File: config.mk
export PLATFORM = sky130hd
export DESIGN_NAME = piece_drop_ctrl
export DESIGN_NICKNAME = d
export VERILOG_FILES = /design/src/rtl/piece_drop_ctrl.sv
export SDC_FILE = /design/constraint.sdc
export NUM_CORES = 1
export LEC_CHECK = 0
export ABC_AREA = 1
export CAP_MARGIN = 40
export CORE_AREA = 3 3 546 548
export CTS_CLUSTER_DIAMETER = 100
export DETAILED_ROUTE_END_ITERATION = 10
export DIE_AREA = 0 0 549 551
export SKIP_LAST_GASP = 1
export SYNTH_ARGS = -nofsm -noshare
export SYNTH_HDL_FRONTEND = slang
export SYNTH_SLANG_ARGS = --single-unit
File: constraint.sdc
create_clock -name clk -period 4.6 [get_ports clk]
set_input_delay 0.69 -clock clk [delete_from_list [all_inputs] [get_ports clk]]
set_output_delay 0.69 -clock clk [all_outputs]
set_load 0.02 [all_outputs]
File: src/rtl/piece_drop_ctrl.sv
// ---------------------------------------------------------------------------
// piece_drop_ctrl
//
// Write-side controller for the Connect4 board RAM.  Given a "drop a piece in
// column c" request it walks that column from the bottom row upwards, looking
// for the lowest empty cell in the packed board image, and issues a single RAM
// write of the player code into that cell.  It can also wipe the whole board:
// one zero write per cell, one per cycle.
//
// Ports
//   clk          rising-edge clock
//   rst_n        asynchronous active-low reset; aborts any operation in flight
//   req_valid    drop request valid
//   req_ready    high while idle; a request is taken when valid & ready
//   req_col      target column, 0..COLS-1
//   req_player   piece code, 1 or 2 (0 means an empty cell)
//   clr          board-clear command, only looked at while idle
//   board        packed RAM image, cell k at [k*DATA_WIDTH +: DATA_WIDTH]
//   addr         RAM write address (cell index = row*COLS + col)
//   write_data   RAM write data (player code zero-extended, or 0 when clearing)
//   memwrite_en  RAM write strobe, one cycle per write
//   done_valid   one-cycle completion pulse
//   done_ok      1 = write(s) performed, 0 = rejected request or full column
//   done_row     row written by the last successful drop (0 after a clear)
// ---------------------------------------------------------------------------
module piece_drop_ctrl #(
  parameter int ADDRESS_WIDTH = 8,
  parameter int DATA_WIDTH    = 32,
  parameter int ROWS          = 6,
  parameter int COLS          = 7,
  parameter int MEM_DEPTH     = 42
) (
  input  logic                            clk,
  input  logic                            rst_n,
  input  logic                            req_valid,
  output logic                            req_ready,
  input  logic [2:0]                      req_col,
  input  logic [1:0]                      req_player,
  input  logic                            clr,
  input  logic [DATA_WIDTH*MEM_DEPTH-1:0] board,
  output logic [ADDRESS_WIDTH-1:0]        addr,
  output logic [DATA_WIDTH-1:0]           write_data,
  output logic                            memwrite_en,
  output logic                            done_valid,
  output logic                            done_ok,
  output logic [2:0]                      done_row
);

  // State encoding
  localparam logic [2:0] IDLE  = 3'd0;
  localparam logic [2:0] SCAN  = 3'd1;
  localparam logic [2:0] WRITE = 3'd2;
  localparam logic [2:0] CLEAR = 3'd3;
  localparam logic [2:0] RESP  = 3'd4;

  // Sized copies of the geometry so every compare and add is width-matched
  localparam logic [2:0]               LAST_ROW  = 3'(ROWS - 1);
  localparam logic [3:0]               NUM_COLS  = 4'(COLS);
  localparam logic [ADDRESS_WIDTH-1:0] COLS_A    = ADDRESS_WIDTH'(COLS);
  localparam logic [ADDRESS_WIDTH-1:0] LAST_CELL = ADDRESS_WIDTH'(MEM_DEPTH - 1);

  logic [2:0]               state_q,     state_d;
  logic [2:0]               col_q,       col_d;
  logic [1:0]               player_q,    player_d;
  logic [2:0]               row_q,       row_d;
  logic [ADDRESS_WIDTH-1:0] cellCnt_q,   cellCnt_d;
  logic                     ok_q,        ok_d;
  logic [ADDRESS_WIDTH-1:0] addr_q,      addr_d;
  logic [DATA_WIDTH-1:0]    wdata_q,     wdata_d;
  logic                     wen_q,       wen_d;
  logic                     doneValid_q, doneValid_d;
  logic                     doneOk_q,    doneOk_d;
  logic [2:0]               doneRow_q,   doneRow_d;

  logic [ADDRESS_WIDTH-1:0] cellIdx;
  logic                     cellOccupied;
  logic                     reqInvalid;

  // Index of the cell currently under inspection in the latched column
  assign cellIdx = ADDRESS_WIDTH'(row_q) * COLS_A + ADDRESS_WIDTH'(col_q);

  // A request is rejected outright if the column is off the board or the
  // player code is not a real piece
  assign reqInvalid = ({1'b0, req_col} >= NUM_COLS) ||
                      ((req_player != 2'd1) && (req_player != 2'd2));

  // Select the inspected cell out of the packed image.  Any nonzero bit in
  // the full word counts as occupied, not just the low player-code bits.
  always_comb begin
    cellOccupied = 1'b0;
    for (int k = 0; k < MEM_DEPTH; k++) begin
      if (cellIdx == ADDRESS_WIDTH'(k)) begin
        cellOccupied = |board[k*DATA_WIDTH +: DATA_WIDTH];
      end
    end
  end

  // Next-state logic.  All visible outputs are computed here and registered,
  // so each output appears one cycle after the state that decides it: the
  // write strobe shows while the FSM is already in RESP, and done_valid shows
  // while it is back in IDLE, which lets a new request be taken on that cycle.
  always_comb begin
    state_d     = state_q;
    col_d       = col_q;
    player_d    = player_q;
    row_d       = row_q;
    cellCnt_d   = cellCnt_q;
    ok_d        = ok_q;
    addr_d      = addr_q;
    wdata_d     = wdata_q;
    wen_d       = 1'b0;
    doneValid_d = 1'b0;
    doneOk_d    = doneOk_q;
    doneRow_d   = doneRow_q;

    case (state_q)
      IDLE: begin
        // Clear has priority; a request presented alongside it is dropped
        if (clr) begin
          cellCnt_d = '0;
          state_d   = CLEAR;
        end else if (req_valid) begin
          col_d    = req_col;
          player_d = req_player;
          row_d    = 3'd0;
          if (reqInvalid) begin
            ok_d    = 1'b0;
            state_d = RESP;
          end else begin
            state_d = SCAN;
          end
        end
      end

      SCAN: begin
        // One row per cycle, bottom-up; stop at the first empty cell or give
        // up once the top row is also occupied
        if (!cellOccupied) begin
          state_d = WRITE;
        end else if (row_q == LAST_ROW) begin
          ok_d    = 1'b0;
          state_d = RESP;
        end else begin
          row_d = row_q + 3'd1;
        end
      end

      WRITE: begin
        wen_d   = 1'b1;
        addr_d  = cellIdx;
        wdata_d = DATA_WIDTH'(player_q);
        ok_d    = 1'b1;
        state_d = RESP;
      end

      CLEAR: begin
        // Sweep every cell once; done_row reports 0 after a clear
        wen_d   = 1'b1;
        addr_d  = cellCnt_q;
        wdata_d = '0;
        if (cellCnt_q == LAST_CELL) begin
          ok_d    = 1'b1;
          row_d   = 3'd0;
          state_d = RESP;
        end else begin
          cellCnt_d = cellCnt_q + 1'b1;
        end
      end

      RESP: begin
        doneValid_d = 1'b1;
        doneOk_d    = ok_q;
        doneRow_d   = row_q;
        state_d     = IDLE;
      end

      default: begin
        state_d = IDLE;
      end
    endcase
  end

  // State and output registers.  Reset clears the write strobe immediately,
  // so an interrupted clear leaves no stray write behind.
  always_ff @(posedge clk or negedge rst_n) begin
    if (!rst_n) begin
      state_q     <= IDLE;
      col_q       <= '0;
      player_q    <= '0;
      row_q       <= '0;
      cellCnt_q   <= '0;
      ok_q        <= 1'b0;
      addr_q      <= '0;
      wdata_q     <= '0;
      wen_q       <= 1'b0;
      doneValid_q <= 1'b0;
      doneOk_q    <= 1'b0;
      doneRow_q   <= '0;
    end else begin
      state_q     <= state_d;
      col_q       <= col_d;
      player_q    <= player_d;
      row_q       <= row_d;
      cellCnt_q   <= cellCnt_d;
      ok_q        <= ok_d;
      addr_q      <= addr_d;
      wdata_q     <= wdata_d;
      wen_q       <= wen_d;
      doneValid_q <= doneValid_d;
      doneOk_q    <= doneOk_d;
      doneRow_q   <= doneRow_d;
    end
  end

  assign req_ready   = (state_q == IDLE);
  assign addr        = addr_q;
  assign write_data  = wdata_q;
  assign memwrite_en = wen_q;
  assign done_valid  = doneValid_q;
  assign done_ok     = doneOk_q;
  assign done_row    = doneRow_q;

endmodule

==> results.cfg, run 1 <==
[critical_path]
cp_common_cell = nand2_1
r2r-start = row_q[0]
cp-end-kind = register
crit_type = register to register
path_delay_family = adder cells
cp.required_ns = 4.76
r2r_cells = 27
cpPeakStageDelay_ns = 0.57
start_kind = register
crit_arrival_ns = 4.99
r2r_slack_ns = -0.23
r2r_end = state_q[0]
slowest_stage = fa_1
crit_buf_inv = 7
cp_max_fo = 10

[cells_and_area]
n_fill_cell = 34200
utilization_pct = 8.74
fin_area_sq_um = 25700
final_nets = 3811
drive_gt1_share_pct = 6.72
syn_to_final_growth_pct = 333

[timing]
tightest_slew_ns = 0.871
skew_ns = 0.00346
layout_min_cycle_time_ns = 4.83
layout_setup_ws_ns = -0.227
fin_crit_sh_pct = 105
maxSlewViolCount = 0
rsz0062_at_grt = yes
slew_headroom_pct = 41.4
hold_viol = 0
setup_viol = 7
max_freq_ghz = 0.207

[drt]
highest_layer = met5
wirelength_mm = 111
wl_met3_mm = 7.98
first_pass_iters = 6
wl_per_cell_um = 17.3
vias_per_cell = 2.19
met1_length_mm = 35.2
drc = 0
drtAntennaViolNets = 0
wl_met2_mm = 61.3
via_count = 14000
drt_iter0_drc = 539

[placement]
port_buffers = 1369
hpwl_mm = 102
postPlaceCellArea_sq_um = 25300
gp_congestion = 0.973

[hold_path]
min_path_type = register to register
min_to = addr[6]
hold_path_startpoint = addr[6]
hold_depth = 2

[clock_tree]
clkSlewWorstSetupHoldPaths_ns = 0.06
cts_tree = done
hold_buffers = 0
htreeDepth = 2
clkSinkCount = 36
clockRootBuffer = clkbuf_16
clockBufferDepth = 2
clk_latency_ns = 0.28
cts_buffers = 5

[synth]
synth_warnings = 0
syn-cell-area_sq_um = 5930
synthFlopType = dfrtp_1
ys_seq_elements = 36
avgSynthCellArea_sq_um = 6.21
synthDistinctLibCells = 40
syn-instance-count = 955
synth_edf_count = 0
async_flop_share_pct = 100
ys_seq_area_share_pct = 15.2

[grt]
grt.overflow.total = 0
grt_pass1_vias = 14900
grt_usage_pct = 6.71
antenna_found_initial = 62
grt_pass1_wl_mm = 134
grt_max_degree = 37

[floorplan]
start_util_pct = 2.02
dieArea_sq_um = 302000
dieWidth_um = 549
core-area_sq_um = 294000
die_h_um = 551
io_pins = 1400
rows = 199

[run_status]
status = finished with violations
violations = setup timing

[power]
power.total_mw = 4.33
leakage_nw = 7.82
peakVddDrop_mv = 0.231
power_density_nw_per_um2 = 169

[flow_run]
cap_violations = 0
==> layer usage <==
metal  track usage [%]  vias to the layer above
met5                 0                        -
met4              3.52                        6
met3              1.46                      170
met2              13.6                     1055
met1              6.13                     6119
li1                  -                     6653
==> cell usage in the layout (no fill, tap or decap), drive strengths merged, types with 5 or more instances in the layout <==
master / instances
clkdlybuf4s50: 1369
nor4: 292
nor2: 189
nand2: 128
buf: 114
nand4: 85
inv: 69
dfrtp: 36
o21ai: 32
conb: 30
diode: 29
nor3: 17
a21oi: 15
ha: 13
nand3: 11
o2111ai: 6
clkbuf: 6
o211ai: 5
==> where the power goes <==
| group | switching, mW | internal (mW) | leakage (nW) | total (mW) |
|---|---|---|---|---|
| registers | 0.0774 | 0.422 | 0.471 | 0.499 |
| logic | 1.63 | 1.80 | 7.27 | 3.43 |
| clock network | 0.140 | 0.255 | 0.0810 | 0.395 |
==> tightest hold or removal path, stage by stage (launching register included) <==
cell,delay (ns)
dfrtp_1,0.34
nand2_1,0.05
nand2_1,0.06
==> worst max-delay path by stage <==
stage / startpoint / to / slack [ns] / cells after the start
6_report: row_q[0] / state_q[0] / -0.23 / 27
5_1_grt: row_q[0] / ok_q / -0.51 / 37
4_1_cts: row_q[0] / state_q[0] / -0.16 / 36
3_5_place_dp: row_q[0] / state_q[0] / -0.24 / 34
3_3_place_gp: row_q[0] / ok_q / -0.31 / 36
2_1_floorplan: row_q[0] / ok_q / 0.34 / 33
==> synthesized netlist by cell type (4+ instances only) <==
cell	instances	area, sq um
inv_2	5	18.8
o211ai_1	5	37.5
nand4_1	85	532
inv_1	63	236
o21ai_0	30	150
a31oi_1	4	25.0
nor4_1	292	1830
dfrtp_1	36	901
fa_1	4	80.1
nor3_1	16	80.1
o2111ai_1	6	52.6
buf_4	31	233
nand3_1	8	40.0
ha_1	13	163
a311oi_1	4	35.0
nand2_1	123	462
nor2_1	184	691
a21oi_1	14	70.1
==> logic make-up after synthesis <==
kind of cell	count (synthesis)	synth area share, %
simple gates	725	64.2
buf+inv	102	8.46
compound gates	71	7.32
flops	36	15.2
fa+ha+maj	17	4.09
mux	2	0.380
other cells	1	0.0632
xor+xnor	1	0.274
==> per-stage QoR <==
step	cells	hold slack [ns]	setup slack, ns	TNS [ns]
2_1_floorplan	984	0.394	0.336	0
3_3_place_gp	6342	0.473	-0.308	-1.87
3_5_place_dp	6350	0.469	-0.237	-1.31
4_1_cts	6359	0.482	-0.156	-0.604
5_1_grt	6387	0.523	-0.513	-3.40
6_report	6390	0.478	-0.227	-1.34
==> timing repair <==
item,4_1_cts,5_1_grt
buffers inserted,1,2
endpoints found under the setup margin,7,7
resized for setup,12,5
==> sequential cells by signal, summed over array words and instances (netlist names) <==
name / count
ok_q: 1
write_data: 2
memwrite_en: 1
done_valid: 1
player_q: 2
cellCnt_q: 8
done_ok: 1
addr: 8
col_q: 3
row_q: 3
done_row: 3
state_q: 3
==> layout make-up <==
type                       instances  area, sq um  share of cell area [%]
inverter                          69          262                    1.02
timing repair buffer            1483        14600                    57.0
antenna                           29         72.6                   0.283
multi-input combinational        846         4730                    18.4
clock buffer                       6          129                   0.502
clock inverter                     2         35.0                   0.136
sequential                        36          901                    3.51
tap                             3919         4900                    19.1
Power figures use the tool's default switching activity.
==> run 2: changes to the inputs <==
--- a/config.mk
+++ b/config.mk
@@ -8,6 +8,7 @@
 export ABC_AREA = 1
 export CAP_MARGIN = 40
 export CORE_AREA = 3 3 546 548
+export CTS_BUF_LIST = sky130_fd_sc_hd__clkbuf_16
 export CTS_CLUSTER_DIAMETER = 100
 export DETAILED_ROUTE_END_ITERATION = 10
 export DIE_AREA = 0 0 549 551
==> constraint.sdc (replaced) <==
create_clock -name clk -period 5.4 [get_ports clk]
set_input_delay 0.81 -clock clk [delete_from_list [all_inputs] [get_ports clk]]
set_output_delay 0.81 -clock clk [all_outputs]
set_load 0.02 [all_outputs]
==> results.cfg, run 2 (synthesis results as in run 1) <==
[drt]
vias_per_cell = 2.21
wl_per_cell_um = 17.4
drc = 0
drt_iter0_drc = 680
highest_layer = met5
met1_length_mm = 35.1
wl_met2_mm = 60.1
wirelength_mm = 110
first_pass_iters = 5
via_count = 14000
drtAntennaViolNets = 0
wl_met3_mm = 7.87

[clock_tree]
clkSlewWorstSetupHoldPaths_ns = 0.06
post_cts_buffers = 0
clockBufferDepth = 2
clk_latency_ns = 0.28
clkSinkCount = 36
cts_buffers = 5
cts_tree = done
clockRootBuffer = clkbuf_16
htreeDepth = 2

[critical_path]
crit_type = register to register
cpPeakStageDelay_ns = 0.52
crit_arrival_ns = 5.06
path_delay_family = simple AND/OR/NAND/NOR gates
cp-end-kind = register
crit_buf_inv = 4
start_kind = register
r2r-start = row_q[1]
cp_max_fo = 6
slowest_stage = fa_1
cp_common_cell = nand2_1
cp-startpoint = row_q[1]
cp.required_ns = 5.61

[power]
power_density_nw_per_um2 = 135
leakage_nw = 7.60
peakVddDrop_mv = 0.157

[timing]
finalSetupTns_ns = 0
rsz0062_at_grt = no
maxSlewViolCount = 0
tightest_slew_ns = 0.935
fin_crit_sh_pct = 89.8
layout_min_cycle_time_ns = 4.85
slew_headroom_pct = 37.1
max_freq_ghz = 0.206
timing.hold.ws_ns = 0.475
setup_viol = 0
hold_viol = 0
skew_ns = 0.00980

[cells_and_area]
drive_gt1_share_pct = 4.71
utilization_pct = 8.60
final_common_cell = clkdlybuf4s50_1
final_cell_mix = clkdlybuf4s50_1 (1369), nor4_1 (285), nor2_1 (184)
n_fill_cell = 34200
register_area_sq_um = 902
fin_area_sq_um = 25200
multi_input_area_sq_um = 4680
final_nets = 3769
syn_to_final_growth_pct = 325

[grt]
grt.overflow.total = 0
antenna_found_initial = 57
grt_max_degree = 37
grt_pass1_wl_mm = 134
grt_usage_pct = 6.70
grt_pass1_vias = 14800

[floorplan]
dieWidth_um = 549
die_h_um = 551
core-area_sq_um = 294000
start_util_pct = 2.02
io_pins = 1400
dieArea_sq_um = 302000
rows = 199

[run_status]
status = finished clean

[hold_path]
hold_path_startpoint = ok_q
min_path_type = register to register

[placement]
gp_congestion = 0.943
postPlaceCellArea_sq_um = 25000
hpwl_mm = 103
port_buffers = 1369

[flow_run]
cap_violations = 0
-- run 2: changes by cell type in the layout (fill, tap and decap cells not counted), moves of 2 or more --
| cell | previous run | this run |
|---|---|---|
| nor2_1 | 182 | 184 |
| buf_12 | 5 | 1 |
| buf_4 | 103 | 61 |
| buf_6 | 1 | 4 |
| diode_2 | 29 | 26 |
| inv_1 | 62 | 65 |
| nand2_1 | 119 | 122 |
| ha_1 | 11 | 13 |
| nand2_4 | 5 | 2 |
-- run 2: area by class of cell --
cell class,instances,share of cell area (%)
Clock buffer,5,0.496
Multi-Input combinational cell,846,18.6
Tap cell,3919,19.4
Timing Repair Buffer,1441,56.6
Clock inverter,3,0.0644
Antenna cell,26,0.258
Sequential cell,36,3.57
Inverter,69,1.04
-- run 2: where the power goes --
part | total, mW | internal [mW] | switching [mW]
combinational | 2.69 | 1.38 | 1.31
clock | 0.282 | 0.168 | 0.113
sequential | 0.428 | 0.360 | 0.0683
-- run 2: worst register-to-register path, delay by kind of cell (launching register included) --
| family | cells | cell delay (ns) |
|---|---|---|
| buffers and inverters | 4 | 0.22 |
| DFF | 1 | 0.44 |
| adders and majority gates | 3 | 1.44 |
| and+or+nand+nor | 27 | 2.68 |
-- run 2: layer usage --
metal  GRT usage (%)  up-vias
li1                -     6568
met1            6.23     6195
met2            13.5     1072
met3            1.21      190
met4            3.74        4
met5               0        -
-- run 2: through the flow --
stage	setup slack (ns)	cells	power [mW]
global route	0.0319	6344	3.67
floorplan	1.14	984	1.51
global placement	0.123	6297	3.12
CTS	0.483	6319	3.42
finish	0.549	6345	3.40
detailed placement	0.513	6311	3.12
-- run 2: repair_timing --
item | 4_1_cts | 5_1_grt
setup endpoints to repair | 0 | 5
gates resized for setup | 0 | 2
hold buffers | 0 | 0
-- run 2: worst paths after layout --
check / to / slack [ns] / cells after the start
hold / removal: done_ok / 0.48 / 2
max in group asynchronous: row_q[1] / 4.07 / 2
setup reg to reg: row_q[0] / 0.55 / 34
min in group asynchronous: memwrite_en / 0.96 / 2
hold reg to reg: done_ok / 0.48 / 2
setup / recovery: row_q[0] / 0.55 / 34
==> run 3: changes to the inputs <==
--- a/config.mk
+++ b/config.mk
@@ -10,6 +10,7 @@
 export CORE_AREA = 3 3 546 548
 export CTS_BUF_LIST = sky130_fd_sc_hd__clkbuf_16
 export CTS_CLUSTER_DIAMETER = 100
+export CTS_CLUSTER_SIZE = 24
 export DETAILED_ROUTE_END_ITERATION = 10
 export DIE_AREA = 0 0 549 551
 export SKIP_LAST_GASP = 1
==> results of run 3 <==
No change in the layout: final DEF, timing and power equal those of run 2.
